==> config.mk <==
export PLATFORM = sky130hd
export DESIGN_NAME = reg_wb_arbiter
export DESIGN_NICKNAME = d
export VERILOG_FILES = /design/src/rtl/reg_wb_pkg.sv /design/src/rtl/reg_wb_arbiter_scoreboard.sv /design/src/rtl/reg_wb_arbiter.sv
export SDC_FILE = /design/constraint.sdc
export NUM_CORES = 1
export LEC_CHECK = 0
export CAP_MARGIN = 20
export CORE_AREA = 4 4 92 94
export DETAILED_ROUTE_END_ITERATION = 10
export DIE_AREA = 0 0 96 98
export PLACE_DENSITY_LB_ADDON = 0.2
export SLEW_MARGIN = 10
export SYNTH_ARGS = -nofsm -noshare
export SYNTH_HDL_FRONTEND = slang
export SYNTH_SLANG_ARGS = --single-unit
export TNS_END_PERCENT = 20
==> constraint.sdc <==
create_clock -name i_clk -period 2.49 [get_ports i_clk]
set_input_delay 0.747 -clock i_clk [delete_from_list [all_inputs] [get_ports i_clk]]
set_output_delay 0.747 -clock i_clk [all_outputs]
set_load 0.005 [all_outputs]
==> src/rtl/reg_wb_pkg.sv <==
// Shared types and default sizes for the register-file writeback arbiter.
package reg_wb_pkg;
  localparam int REG_WIDTH_DEF  = 32;
  localparam int FILE_DEPTH_DEF = 32;

  typedef enum logic {
    NORMAL = 1'b0,
    STARVE = 1'b1
  } arb_state_e;
endpackage

==> src/rtl/reg_wb_arbiter_scoreboard.sv <==
// Pending-write bitmap: one bit per architectural register, set has priority over clear.
module wb_scoreboard
  import reg_wb_pkg::*;
#(
  parameter int FILE_DEPTH = FILE_DEPTH_DEF,
  localparam int ADDR_WIDTH = $clog2(FILE_DEPTH)
) (
  input  logic                  i_clk,
  input  logic                  i_reset_n,
  input  logic                  i_set_valid,
  input  logic [ADDR_WIDTH-1:0] i_set_idx,
  input  logic                  i_clr_valid,
  input  logic [ADDR_WIDTH-1:0] i_clr_idx,
  output logic [FILE_DEPTH-1:0] o_pending
);

  logic [FILE_DEPTH-1:0] set_mask;
  logic [FILE_DEPTH-1:0] clr_mask;

  // x0 is hardwired, so it can never have an outstanding write.
  always_comb begin
    set_mask = '0;
    clr_mask = '0;
    if (i_set_valid && (i_set_idx != '0)) set_mask[i_set_idx] = 1'b1;
    if (i_clr_valid) clr_mask[i_clr_idx] = 1'b1;
  end

  always_ff @(posedge i_clk) begin
    if (!i_reset_n) begin
      o_pending <= '0;
    end else begin
      o_pending <= (o_pending & ~clr_mask) | set_mask;
    end
  end

endmodule

==> src/rtl/reg_wb_arbiter.sv <==
// Two-source register-file write arbiter: port 0 has priority, port 1 is protected by a starvation guard.
// Optional statistics counters are built when REG_WB_ARB_STATS_EN is defined.
module reg_wb_arbiter
  import reg_wb_pkg::*;
#(
  parameter int REG_WIDTH  = REG_WIDTH_DEF,
  parameter int FILE_DEPTH = FILE_DEPTH_DEF,
  parameter int MAX_WAIT   = 4,
  localparam int ADDR_WIDTH = $clog2(FILE_DEPTH)
) (
  input  logic                  i_clk,
  input  logic                  i_reset_n,
  input  logic                  i_p0_valid,
  input  logic [ADDR_WIDTH-1:0] i_p0_addr,
  input  logic [REG_WIDTH-1:0]  i_p0_data,
  output logic                  o_p0_ready,
  input  logic                  i_p1_valid,
  input  logic [ADDR_WIDTH-1:0] i_p1_addr,
  input  logic [REG_WIDTH-1:0]  i_p1_data,
  output logic                  o_p1_ready,
  input  logic                  i_issue_valid,
  input  logic [ADDR_WIDTH-1:0] i_issue_rd,
  output logic [FILE_DEPTH-1:0] o_pending,
  output logic                  o_wr_en,
  output logic [ADDR_WIDTH-1:0] o_wr_addr,
  output logic [REG_WIDTH-1:0]  o_wr_data,
  output arb_state_e            o_arb_state
`ifdef REG_WB_ARB_STATS_EN
  ,
  output logic [31:0]           o_conflict_cnt,
  output logic [31:0]           o_starve_cnt
`endif
);

  localparam int CNT_W = $clog2(MAX_WAIT + 1);
  localparam logic [CNT_W-1:0] WAIT_LIMIT = CNT_W'(MAX_WAIT);

  arb_state_e       state, state_next;
  logic [CNT_W-1:0] wait_cnt, wait_cnt_next;
  logic             p0_xfer, p1_xfer;

  // Handshake: a port transfers on valid & ready; the requester holds
  // valid/addr/data until ready; ready is combinational and never raised without valid.
  always_comb begin
    o_p0_ready    = i_p0_valid;
    o_p1_ready    = i_p1_valid & ~i_p0_valid;
    if (state == STARVE) begin
      o_p1_ready  = i_p1_valid;
      o_p0_ready  = i_p0_valid & ~i_p1_valid;
    end
    wait_cnt_next = wait_cnt;
    state_next    = state;
    // Served or withdrawn both end the wait; only continued denial advances it.
    if (!i_p1_valid || o_p1_ready) begin
      wait_cnt_next = '0;
      state_next    = NORMAL;
    end else begin
      if (wait_cnt != WAIT_LIMIT) wait_cnt_next = wait_cnt + 1'b1;
      if (wait_cnt_next == WAIT_LIMIT) state_next = STARVE;
    end
  end

  assign p0_xfer     = i_p0_valid & o_p0_ready;
  assign p1_xfer     = i_p1_valid & o_p1_ready;
  assign o_arb_state = state;

  always_ff @(posedge i_clk) begin
    if (!i_reset_n) begin
      state    <= NORMAL;
      wait_cnt <= '0;
    end else begin
      state    <= state_next;
      wait_cnt <= wait_cnt_next;
    end
  end

  // Writes to x0 are accepted but suppressed at the register file.
  always_ff @(posedge i_clk) begin
    if (!i_reset_n) begin
      o_wr_en   <= 1'b0;
      o_wr_addr <= '0;
      o_wr_data <= '0;
    end else begin
      o_wr_en <= 1'b0;
      if (p0_xfer) begin
        o_wr_en   <= (i_p0_addr != '0);
        o_wr_addr <= i_p0_addr;
        o_wr_data <= i_p0_data;
      end else if (p1_xfer) begin
        o_wr_en   <= (i_p1_addr != '0);
        o_wr_addr <= i_p1_addr;
        o_wr_data <= i_p1_data;
      end
    end
  end

  wb_scoreboard #(
    .FILE_DEPTH(FILE_DEPTH)
  ) u_scoreboard (
    .i_clk      (i_clk),
    .i_reset_n  (i_reset_n),
    .i_set_valid(i_issue_valid),
    .i_set_idx  (i_issue_rd),
    .i_clr_valid(p1_xfer),
    .i_clr_idx  (i_p1_addr),
    .o_pending  (o_pending)
  );

`ifdef REG_WB_ARB_STATS_EN
  always_ff @(posedge i_clk) begin
    if (!i_reset_n) begin
      o_conflict_cnt <= '0;
      o_starve_cnt   <= '0;
    end else begin
      if (i_p0_valid && i_p1_valid && (o_conflict_cnt != '1))
        o_conflict_cnt <= o_conflict_cnt + 32'd1;
      if ((state == NORMAL) && (state_next == STARVE))
        o_starve_cnt <= o_starve_cnt + 32'd1;
    end
  end
`endif

endmodule

==> Word level (Yosys, flattened, before mapping) <==
Index checks and enable logic that the tools add are counted.
{ "op_classes": {"addsub": 1, "order_cmp": 4, "eq_ne": 2, "muxes": 16, "bitwise": 10, "reduce_logical": 10} }
{ "ops": {"columns": ["operator", "n"], "rows": [
  ["$mux W32", 4],
  ["$and A32 B32 Y32", 1],
  ["$not A32 Y32", 1],
  ["$or A32 B32 Y32", 1],
  ["$reduce_bool A5 Y1", 3],
  ["$lt A5 B6 Y1 const B", 2],
  ["$demux W1 S5", 2],
  ["$ge A5 B1 Y1 const B", 2],
  ["$mux W5", 2],
  ["$mux W1", 6],
  ["$mux W3", 2],
  ["$and A1 B1 Y1", 4],
  ["$add A3 B1 Y3 const B", 1],
  ["$eq A3 B3 Y1 const B", 1],
  ["$logic_and A1 B1 Y1", 3],
  ["$ne A3 B3 Y1 const B", 1],
  ["$not A1 Y1", 3],
  ["$reduce_bool A2 Y1", 1],
  ["$reduce_or A2 Y1", 1],
  ["$logic_not A1 Y1", 1],
  ["$logic_or A1 B1 Y1", 1]
]} }
{ "totals": {"register_bits": 74, "in_bits": 84, "out_inout_bits": 73} }

==> Depth between registers and ports, before layout <==
Gate-level depths: netlist (run 1).
{ "depth": {"depth_word": 8, "ltp_mapped": 7, "ltp_nobuf": 5} }

==> Hierarchy <==
Synthesis (run 1) repeated with hierarchy kept, for this count alone.
{ "unflattened": {"cells_unflattened": 374, "hier_area_um2": 3309.4} }
{ "by_module_without_submodules": {"columns": ["module", "n_inst", "cells_each", "area_per_inst_um2"], "rows": [
  ["reg_wb_arbiter", 1, 239, 1980.6],
  ["wb_scoreboard", 1, 135, 1328.8]
]} }

==> Least setup slack after synthesis (run 1) <==
No wires, ideal clock.
{ "synth_path": {"kind": "input-to-output", "from": "in i_p1_valid", "to": "out o_p0_ready", "arrival_time_ns": 1.298, "required_ns": 1.743, "path_slack_ns": 0.445, "path_stages": 4, "path_buffers": 2, "path_cell_list": "buf_6 -> a21bo_1 -> inv_2 -> buf_2"} }
{ "synth_between": {"elab_chain_len": 3} }
{ "synth_lines": {"columns": ["element", "line_no", "text"], "rows": [
  ["start, declared", "reg_wb_arbiter.sv:17", "input logic i_p1_valid,"],
  ["$not A1 Y1", "reg_wb_arbiter.sv:49", "o_p0_ready = i_p0_valid & ~i_p1_valid;"],
  ["$and A1 B1 Y1", "reg_wb_arbiter.sv:49", null],
  ["$mux W1", "reg_wb_arbiter.sv:47", "if (state == STARVE) begin"],
  ["end, declared", "reg_wb_arbiter.sv:16", "output logic o_p0_ready,"]
]} }
No other way between the ends.

==> Worst setup path after layout (run 1) <==
{ "layout_path": {"from": "in i_p0_valid", "to": "out o_p1_ready"} }
{ "layout_between": {"elab_chain_len": 3} }
{ "layout_lines": {"columns": ["element", "line_no", "text"], "rows": [
  ["start, declared", "reg_wb_arbiter.sv:13", "input logic i_p0_valid,"],
  ["$not A1 Y1", "reg_wb_arbiter.sv:46", "o_p1_ready = i_p1_valid & ~i_p0_valid;"],
  ["$and A1 B1 Y1", "reg_wb_arbiter.sv:46", null],
  ["$mux W1", "reg_wb_arbiter.sv:47", null],
  ["end, declared", "reg_wb_arbiter.sv:20", "output logic o_p1_ready,"]
]} }
No other way between the ends.

==> results of run 1 <==
flip-flops by register name, summed over array words and instances (netlist names):
signal,count
o_wr_data,32
u_scoreboard.o_pending,32
o_wr_addr,5
wait_cnt,3
o_arb_state,1
o_wr_en,1
metrics by stage:
step	hold WS (ns)	instances
6_report	0.445	664
5_1_grt	0.482	664
4_1_cts	0.446	664
3_5_place_dp	0.432	648
3_3_place_gp	0.422	648
2_1_floorplan	0.428	410
tightest hold or removal path, delay by kind of cell, from the launching register on:
family / cells / cell delay [ns]
flip-flops: 1 / 0.32
AND/OR/NAND/NOR: 1 / 0.05
AO/OA/AOI/OAI: 1 / 0.03
per-layer routing:
metal  part of all wire, %  vias to the layer above  global-route usage, %
met3                   9.4                       20                   6.55
met1                    40                     1694                   28.2
met5                     0                        -                      0
li1                      -                     1782                      -
met2                    48                      159                   38.4
met4                   2.5                        0                   9.52
Yosys cell counts (4+ instances only):
| cell | instances |
|---|---|
| a32oi_1 | 31 |
| buf_2 | 11 |
| buf_4 | 6 |
| clkbuf_1 | 14 |
| dfxtp_1 | 74 |
| nand2_1 | 34 |
| nand3b_1 | 4 |
| nor2_1 | 40 |
| nor3_1 | 69 |
| nor3_2 | 11 |
| nor3b_1 | 4 |
| o21ai_0 | 49 |
| o21ai_1 | 21 |
power by group through the flow:
stage	Sequential (mW)	Clock [mW]	Combinational, mW
floorplan	1.35	0	0.211
global placement	1.34	0	0.567
detailed placement	1.34	0	0.577
CTS	1.32	1.07	0.580
global route	1.33	1.13	0.624
finish	1.32	1.04	0.576
cell families (layout without fill, tap and decap cells):
logic type      after synthesis  in the layout  share of synthesized area (%)
buf+inv                      41            193                           6.27
flops                        74             74                           43.7
compound gates              105            105                           19.3
fa+ha+maj                     2              2                          0.738
xor+xnor                      1              1                          0.258
simple gates                187            187                           29.8
cell usage in the layout (no fill, tap or decap), drive strengths merged, types with 2 or more instances in the layout:
cell type / netlist / final
clkdlybuf4s50: 0 / 151
nor3: 80 / 80
dfxtp: 74 / 74
o21ai: 70 / 70
nor2: 41 / 41
nand2: 34 / 34
a32oi: 31 / 31
buf: 23 / 18
clkbuf: 14 / 10
nor3b: 8 / 8
nand3b: 4 / 4
dlygate4sd2: 0 / 4
inv: 4 / 4
nor2b: 3 / 3
and3b: 3 / 3
clkinv: 0 / 3
nand2b: 2 / 2
and4b: 2 / 2
nand3: 2 / 2
or2: 2 / 2
ha: 2 / 2
bufinv: 0 / 2
layout make-up:
type | count | area share, %
clock buffer | 10 | 2.62
clock inverter | 6 | 1.72
inverter | 4 | 0.286
multi-input combinational | 295 | 32.5
sequential | 74 | 28.2
tap | 102 | 2.43
timing repair buffer | 173 | 32.2
what timing repair did:
item,4_1_cts,5_1_grt
hold endpoints to repair,0,0
setup endpoints to repair,2,0
hold buffers,0,0
resized for setup,6,0
path summary, 6_finish.rpt:
| check | to | slack, ns | cells after the start |
|---|---|---|---|
| setup / recovery | o_p1_ready | 0.19 | 4 |
| hold / removal | u_scoreboard.o_pending[0] | 0.44 | 2 |
| setup reg to reg | o_arb_state | 1.07 | 5 |
| hold reg to reg | u_scoreboard.o_pending[0] | 0.44 | 2 |
==> impl_metrics.json, run 1 <==
{
  "syn_inst": 410,
  "fp.coreArea_mm2": 0.00765,
  "place_ws_ns": -0.343,
  "drt-initial-drc-count": 190,
  "insertedDiodeCount": 0,
  "initial_core_util_pct": 44.4,
  "cap_violations": 0,
  "cts_tree": "done",
  "nNetsFinal": 643,
  "ys_async_sr_fraction_pct": 0,
  "port_buffers": 156,
  "netlist_area_mm2": 0.00339,
  "power_switching_uw": 737,
  "hold_path_startpoint": "u_scoreboard.o_pending[0]",
  "avgSynthCellArea_um2": 8.27,
  "startpoint": "i_p0_valid",
  "r2r_start": "wait_cnt[0]",
  "h-tree-depth": 3,
  "wire_per_inst_um": 16.6,
  "antenna_found_initial": 0,
  "worst_clock_skew_ns": 0.0131,
  "drcViolationCount": 0,
  "clkSlewWorstSetupHoldPaths_ns": 0.07,
  "cp_slowest_stage_delay_ns": 0.27,
  "hold_violations": 0,
  "drive_gt1_share_pct": 9.43,
  "die_h_um": 98,
  "cp_data_arrival_time_ns": 1.55,
  "seq_area_frac_synth_pct": 43.7,
  "end_kind": "output port",
  "crit_family": "buffers and inverters",
  "placed_area_mm2": 0.00502,
  "synth_fp_nets": 496,
  "timing.fmax_ghz": 0.435,
  "power_leakage_nw": 1.88,
  "cts_buffers": 9,
  "cp.required_ns": 1.74,
  "clk_latency_ns": 0.33,
  "synth_largest_area_cell": "dfxtp_1",
  "num_rows": 32,
  "critical_path_class": "input pin to output port",
  "cts_setup_buffers": 0,
  "cts-root-buf": "clkbuf_8",
  "grt_max_degree": 39,
  "finalSetupViolCount": 0,
  "worst_slack_ns": 0.189,
  "cp_cell_sequence": "dlygate4sd2_1, nor2b_1, nor2b_1, dlygate4sd2_1",
  "grt_pass1_wl_um": 17500,
  "comb_power_share_pct": 19.6,
  "rsz0062_at_grt": "false",
  "critPathMaxFanout": 3,
  "worst-slew-pin-transition_ns": 0.529,
  "swShare_pct": 25.1,
  "netlist-cell-type-count": 38,
  "synth.top_cell.area_share_pct": 43.7,
  "power.total_mw": 2.94,
  "overflow": 0,
  "relSlewSlack_pct": 64.7,
  "min_period_ns": 2.30,
  "wirelength_um": 11000,
  "finalMaxSlewViolations": 0,
  "internal-power_mw": 2.20,
  "yosys-top-cells-area": "dfxtp_1 (44%), nor3_1 (10%), a32oi_1 (8.0%)",
  "path_buf_inv": 2,
  "ant_nets": 0,
  "grt_pass1_vias": 3619,
  "dr.pass1.iters": 4,
  "multi_input_area_mm2": 0.00170,
  "finalCritPeriodShare_pct": 92.4,
  "setup_tns_ns": 0,
  "die_x_um": 96,
  "fin_util_pct": 68.6,
  "io_pins": 157,
  "syn_to_final_growth_pct": 54.7,
  "cellPowerDensity_mw_per_mm2": 560,
  "die_area_mm2": 0.00941,
  "seq_area_mm2": 0.00148,
  "dp_hpwl_um": 7990,
  "fin_area_mm2": 0.00525,
  "synth_ff_type": "dfxtp_1",
  "ys_ff_latch": 74,
  "power_frac_seq_pct": 44.9,
  "status": "finished, final reports clean",
  "ir_drop_v": 0.000289,
  "synth_edf_count": 0,
  "holdCritPathClass": "register to register",
  "critPathLaunchType": "input pin",
  "cts_buffer_depth": 2,
  "ys_warn_count": 0,
  "grt_usage_pct": 23.3,
  "vias": 3655,
  "gp_congestion": 0.826,
  "viasPerCell": 5.50,
  "slowest_stage": "dlygate4sd2_1",
  "clkSinkCount": 74,
  "pwr-share-clk_pct": 35.5,
  "fillers": 625
}
(Power assumes the default switching activity.)
==> run 2, diff against run 1 <==
Settings changed: GPL_TIMING_DRIVEN set to 0.
==> run 2 against run 1 <==
Global-route usage increased by 1.0 points. Clock skew about the same. Sequential power about the same. Setup slack got worse by 0.13 ns. Clock power decreased by 16%. Core utilization decreased by 0.082 points. Sequential share of layout area about the same. Register-to-register slack got worse by 0.05 ns. First-iteration DRC count decreased by 5.3%. Design area decreased by 0.12%. Critical path depth unchanged. Routed wire length increased by 4.2%. Critical path type unchanged. Highest routed layer unchanged.
==> impl_metrics.json, run 2 (synthesized netlist as in run 1, its figures left out) <==
{
  "status": "finished, final reports clean",
  "timing.fmax_ghz": 0.411,
  "finalMaxSlewViolations": 0,
  "holdCritPathClass": "register to register",
  "initial_core_util_pct": 44.4,
  "critical_path_class": "input pin to output port",
  "multi_input_area_mm2": 0.00171,
  "overflow": 0,
  "cts_tree": "done",
  "drcViolationCount": 0,
  "clkSinkCount": 74,
  "cts-root-buf": "clkbuf_8",
  "grt_pass1_vias": 3665,
  "port_buffers": 153,
  "cap_violations": 0,
  "min_path_cells": 2,
  "wl_met1_um": 4630,
  "cellPowerDensity_mw_per_mm2": 531,
  "layout_common_cells": "clkdlybuf4s50_1 (151), dfxtp_1 (74), nor3_1 (69)",
  "reg_top3": "o_wr_data (32), u_scoreboard.o_pending (32), o_wr_addr (5)",
  "dpl.cell_count": 665,
  "hold_buffers": 0,
  "dr.pass1.iters": 5,
  "wl_met3_um": 1130,
  "reg2reg_slack_ns": 1.02,
  "ant_nets": 0,
  "fillers": 645,
  "io_pins": 157,
  "worst_clock_skew_ns": 0.0131,
  "wirelength_um": 11500,
  "regToRegEndpoint": "o_arb_state",
  "viasPerCell": 5.58,
  "ff2ff_path_depth": 5,
  "antenna_found_initial": 0,
  "power.total_mw": 2.78,
  "vias": 3801,
  "clk_latency_ns": 0.37,
  "dr.max_layer_used": "met4",
  "nNetsFinal": 660,
  "die_h_um": 98,
  "rsz0062_at_grt": "false",
  "num_rows": 32,
  "syn_to_final_growth_pct": 54.5,
  "cp_cell_sequence": "buf_2, a21bo_4, inv_4, clkdlybuf4s50_1",
  "gp_congestion": 0.904,
  "fin_cells": 681,
  "seq_area_mm2": 0.00148,
  "min_period_ns": 2.43,
  "worst_slack_ns": 0.0577,
  "die_area_mm2": 0.00941,
  "cp.required_ns": 1.74,
  "hold_end": "u_scoreboard.o_pending[0]",
  "dp_hpwl_um": 8490,
  "ir_drop_v": 0.000318,
  "cts_buffers": 9,
  "insertedDiodeCount": 0,
  "wire_per_inst_um": 16.9,
  "place_ws_ns": -0.634,
  "fp.coreArea_mm2": 0.00765,
  "cts_buffer_depth": 2,
  "slowest_stage": "clkdlybuf4s50_1",
  "hold_violations": 0,
  "cp_data_arrival_time_ns": 1.69,
  "startpoint": "i_p0_valid",
  "grt_pass1_wl_um": 17900,
  "worst-slew-pin-transition_ns": 0.607,
  "critPathLaunchType": "input pin",
  "finalSetupViolCount": 0,
  "critPathMaxFanout": 4,
  "drt-initial-drc-count": 180,
  "finalCritPeriodShare_pct": 97.7,
  "hold_path_startpoint": "u_scoreboard.o_pending[0]",
  "h-tree-depth": 3,
  "die_x_um": 96,
  "grt_max_degree": 16,
  "cp_slowest_stage_delay_ns": 0.49,
  "drive_gt1_share_pct": 9.84,
  "final_common_cell": "clkdlybuf4s50_1",
  "end_kind": "output port",
  "clkSlewWorstSetupHoldPaths_ns": 0.08,
  "grt_usage_pct": 24.4,
  "r2r_start": "wait_cnt[0]",
  "wl_met2_um": 5400,
  "relSlewSlack_pct": 59.2,
  "power_leakage_nw": 1.86
}
[run 2: changes by cell type in the layout (fill, tap and decap cells not counted), moves of 2 or more]
cell           change
buf_4              -9
inv_6              +3
buf_1              +3
clkbuf_1          +14
bufinv_16          -2
dlygate4sd2_1      -3
buf_6              +3
buf_2             +10
[run 2: stage by stage]
step	setup TNS [ns]	util [%]	cell area, um^2	hold slack, ns
2_1_floorplan	0	-	3390	0.428
3_3_place_gp	-1.17	66.1	5050	0.424
3_5_place_dp	-1.21	66.1	5050	0.426
4_1_cts	0	68.5	5240	0.444
5_1_grt	0	68.5	5240	0.475
6_report	0	68.5	5240	0.444
[run 2: timing repair]
item | in CTS | in global routing
resized for setup | 8 | 0
buffers inserted | 1 | 0
setup endpoints to repair | 2 | 0
[run 2: report_power, final]
group	total [mW]	switching, mW	internal [mW]
logic	0.587	0.244	0.343
registers	1.32	0.0527	1.27
clock network	0.877	0.502	0.375
[run 2: how the worst max path moves through the flow]
stage	endpoint	slack (ns)
floorplan	o_p0_ready	0.45
global placement	o_p0_ready	-0.62
detailed placement	o_p0_ready	-0.63
CTS	o_p0_ready	0.06
global route	o_p0_ready	0.004
finish	o_p0_ready	0.06
[run 2: worst max-delay path, delay by kind of cell]
kind                   cells  cell delay (ns)
buffers and inverters      3             0.68
AOI/OAI and AO/OA          1             0.24
[run 2: area by class of cell]
cell class / count / area share, %
clock buffer: 9 / 2.36
timing repair buffer: 154 / 29.2
clock inverter: 7 / 1.12
buffer: 36 / 3.68
sequential: 74 / 28.3
tap: 102 / 2.43
multi-input combinational: 295 / 32.6
inverter: 4 / 0.334
[run 2: routing by layer]
layer  track usage (%)  up-vias
met1              29.4     1769
met5                 0        -
met4              8.64        0
met2              39.8      177
li1                  -     1824
met3              8.40       31
==> run 3, diff against run 2 <==
Settings changed: CORE_AREA 4 4 92 94 to 4 4 67 130, DIE_AREA 0 0 96 98 to 0 0 71 134.
==> run 3 against run 2 <==
Register-to-register slack worse by 0.05 ns. Sequential share of layout area is 0.56 points lower. Clock skew shrank 0.010 ns. Largest power group unchanged.
==> impl_metrics.json, run 3 (synthesized netlist as in run 1, its figures left out) <==
{
  "wire_per_inst_um": 17.0,
  "clkSinkCount": 74,
  "power_leakage_nw": 1.92,
  "holdCritPathClass": "register to register",
  "finalCritPeriodShare_pct": 97.2,
  "critPathLaunchType": "input pin",
  "status": "finished, final reports clean",
  "gp_congestion": 0.839,
  "grt_pass1_wl_um": 17900,
  "timing.fmax_ghz": 0.413,
  "fin_util_pct": 69.8,
  "dr.pass1.iters": 5,
  "fp.coreArea_mm2": 0.00766,
  "overflow": 0,
  "cp.required_ns": 1.74,
  "cp_common_cell": "nor2b_2",
  "grt_usage_pct": 23.6,
  "min_period_ns": 2.42,
  "drive_gt1_share_pct": 9.52,
  "cellPowerDensity_mw_per_mm2": 592,
  "cp_data_arrival_time_ns": 1.67,
  "clk_latency_ns": 0.32,
  "cts-root-buf": "clkbuf_16",
  "worst_clock_skew_ns": 0.00294,
  "cts_buffers": 9,
  "finalMaxSlewViolations": 0,
  "grt_max_degree": 12,
  "cts_buffer_depth": 2,
  "num_rows": 45,
  "hold_path_startpoint": "u_scoreboard.o_pending[0]",
  "final_common_cell": "clkdlybuf4s50_1",
  "r2r_start": "o_arb_state",
  "layout_common_cells": "clkdlybuf4s50_1 (150), dfxtp_1 (74), nor3_1 (69)",
  "port_buffers": 153,
  "end_kind": "output port",
  "rsz0062_at_grt": "false",
  "vias": 3715,
  "initial_core_util_pct": 44.3,
  "drcViolationCount": 0,
  "die_area_mm2": 0.00951,
  "hold_violations": 0,
  "nNetsFinal": 660,
  "hold_buffers": 0,
  "drt-initial-drc-count": 207,
  "clkSlewWorstSetupHoldPaths_ns": 0.05,
  "worst-slew-pin-transition_ns": 0.657,
  "slowest_stage": "clkdlybuf4s15_1",
  "grt_pass1_vias": 3701,
  "ir_drop_v": 0.000439,
  "cp_slowest_stage_delay_ns": 0.24,
  "relSlewSlack_pct": 55.9,
  "cap_violations": 0,
  "dpl.cell_count": 657,
  "wirelength_um": 11400,
  "h-tree-depth": 3,
  "cp_cell_sequence": "clkdlybuf4s15_2, nor2b_2, buf_6, nor2b_2, clkdlybuf4s15_1",
  "fin_cells": 672,
  "ant_nets": 0,
  "die_x_um": 71,
  "startpoint": "i_p0_valid",
  "dp_hpwl_um": 8880,
  "cts_tree": "done",
  "critical_path_class": "input pin to output port",
  "insertedDiodeCount": 0,
  "antenna_found_initial": 0,
  "critPathMaxFanout": 10,
  "die_h_um": 134,
  "io_pins": 157,
  "viasPerCell": 5.53,
  "reg_top3": "o_wr_data (32), u_scoreboard.o_pending (32), o_wr_addr (5)",
  "finalSetupViolCount": 0,
  "syn_to_final_growth_pct": 57.7
}
run 3: changes by cell type in the layout (fill, tap and decap cells not counted), sizes merged:
cell	delta
inv	-3
clkdlybuf4s15	+2
clkbuf	+3
bufinv	+1
buf	-1
clkdlybuf4s50	-1
clkinvlp	-2
run 3: per-layer routing:
layer | up-vias | part of all wire, % | track usage [%]
met4 | 0 | 2.4 | 9.52
met3 | 20 | 8.6 | 7.58
met2 | 169 | 55 | 45.0
met5 | - | 0 | 0
met1 | 1706 | 34 | 22.4
li1 | 1820 | - | -
run 3: final timing paths:
check	to	slack (ns)	depth (start not counted)
min reg2reg	u_scoreboard.o_pending[0]	0.43	2
min	u_scoreboard.o_pending[0]	0.43	2
max reg2reg	u_scoreboard.o_pending[10]	0.97	4
max	o_p1_ready	0.07	5
run 3: worst max-delay path: cells and delay by family:
family / cells / cell delay, ns
buffers and inverters: 3 / 0.61
AND/OR/NAND/NOR: 2 / 0.31
run 3: report_power, final:
| group | internal (mW) | switching (mW) |
|---|---|---|
| clock | 0.794 | 0.459 |
| sequential | 1.27 | 0.0542 |
| combinational | 0.344 | 0.244 |
run 3: final cells by class:
type / instances / area, um^2
Fill cell: 675 / 2310
Multi-Input combinational cell: 295 / 1710
Timing Repair Buffer: 154 / 1540
Sequential cell: 74 / 1480
Clock buffer: 12 / 246
Buffer: 36 / 196
Tap cell: 94 / 118
Clock inverter: 3 / 40.0
Inverter: 4 / 17.5
run 3: timing repair:
action	in CTS	in global routing
endpoints found under the setup margin	2	1
buffers inserted	1	0
gates resized for setup	8	3
run 3: metrics by stage:
step	TNS [ns]	instance area, um^2	setup WS (ns)	hold slack (ns)	power, mW
global placement	-1.19	5040	-0.620	0.423	1.92
floorplan	0	3390	0.445	0.428	1.56
finish	0	5350	0.0685	0.433	3.16
CTS	0	5340	0.00423	0.434	3.18
global route	0	5350	0.0394	0.447	3.29
detailed placement	-1.23	5040	-0.640	0.427	1.93
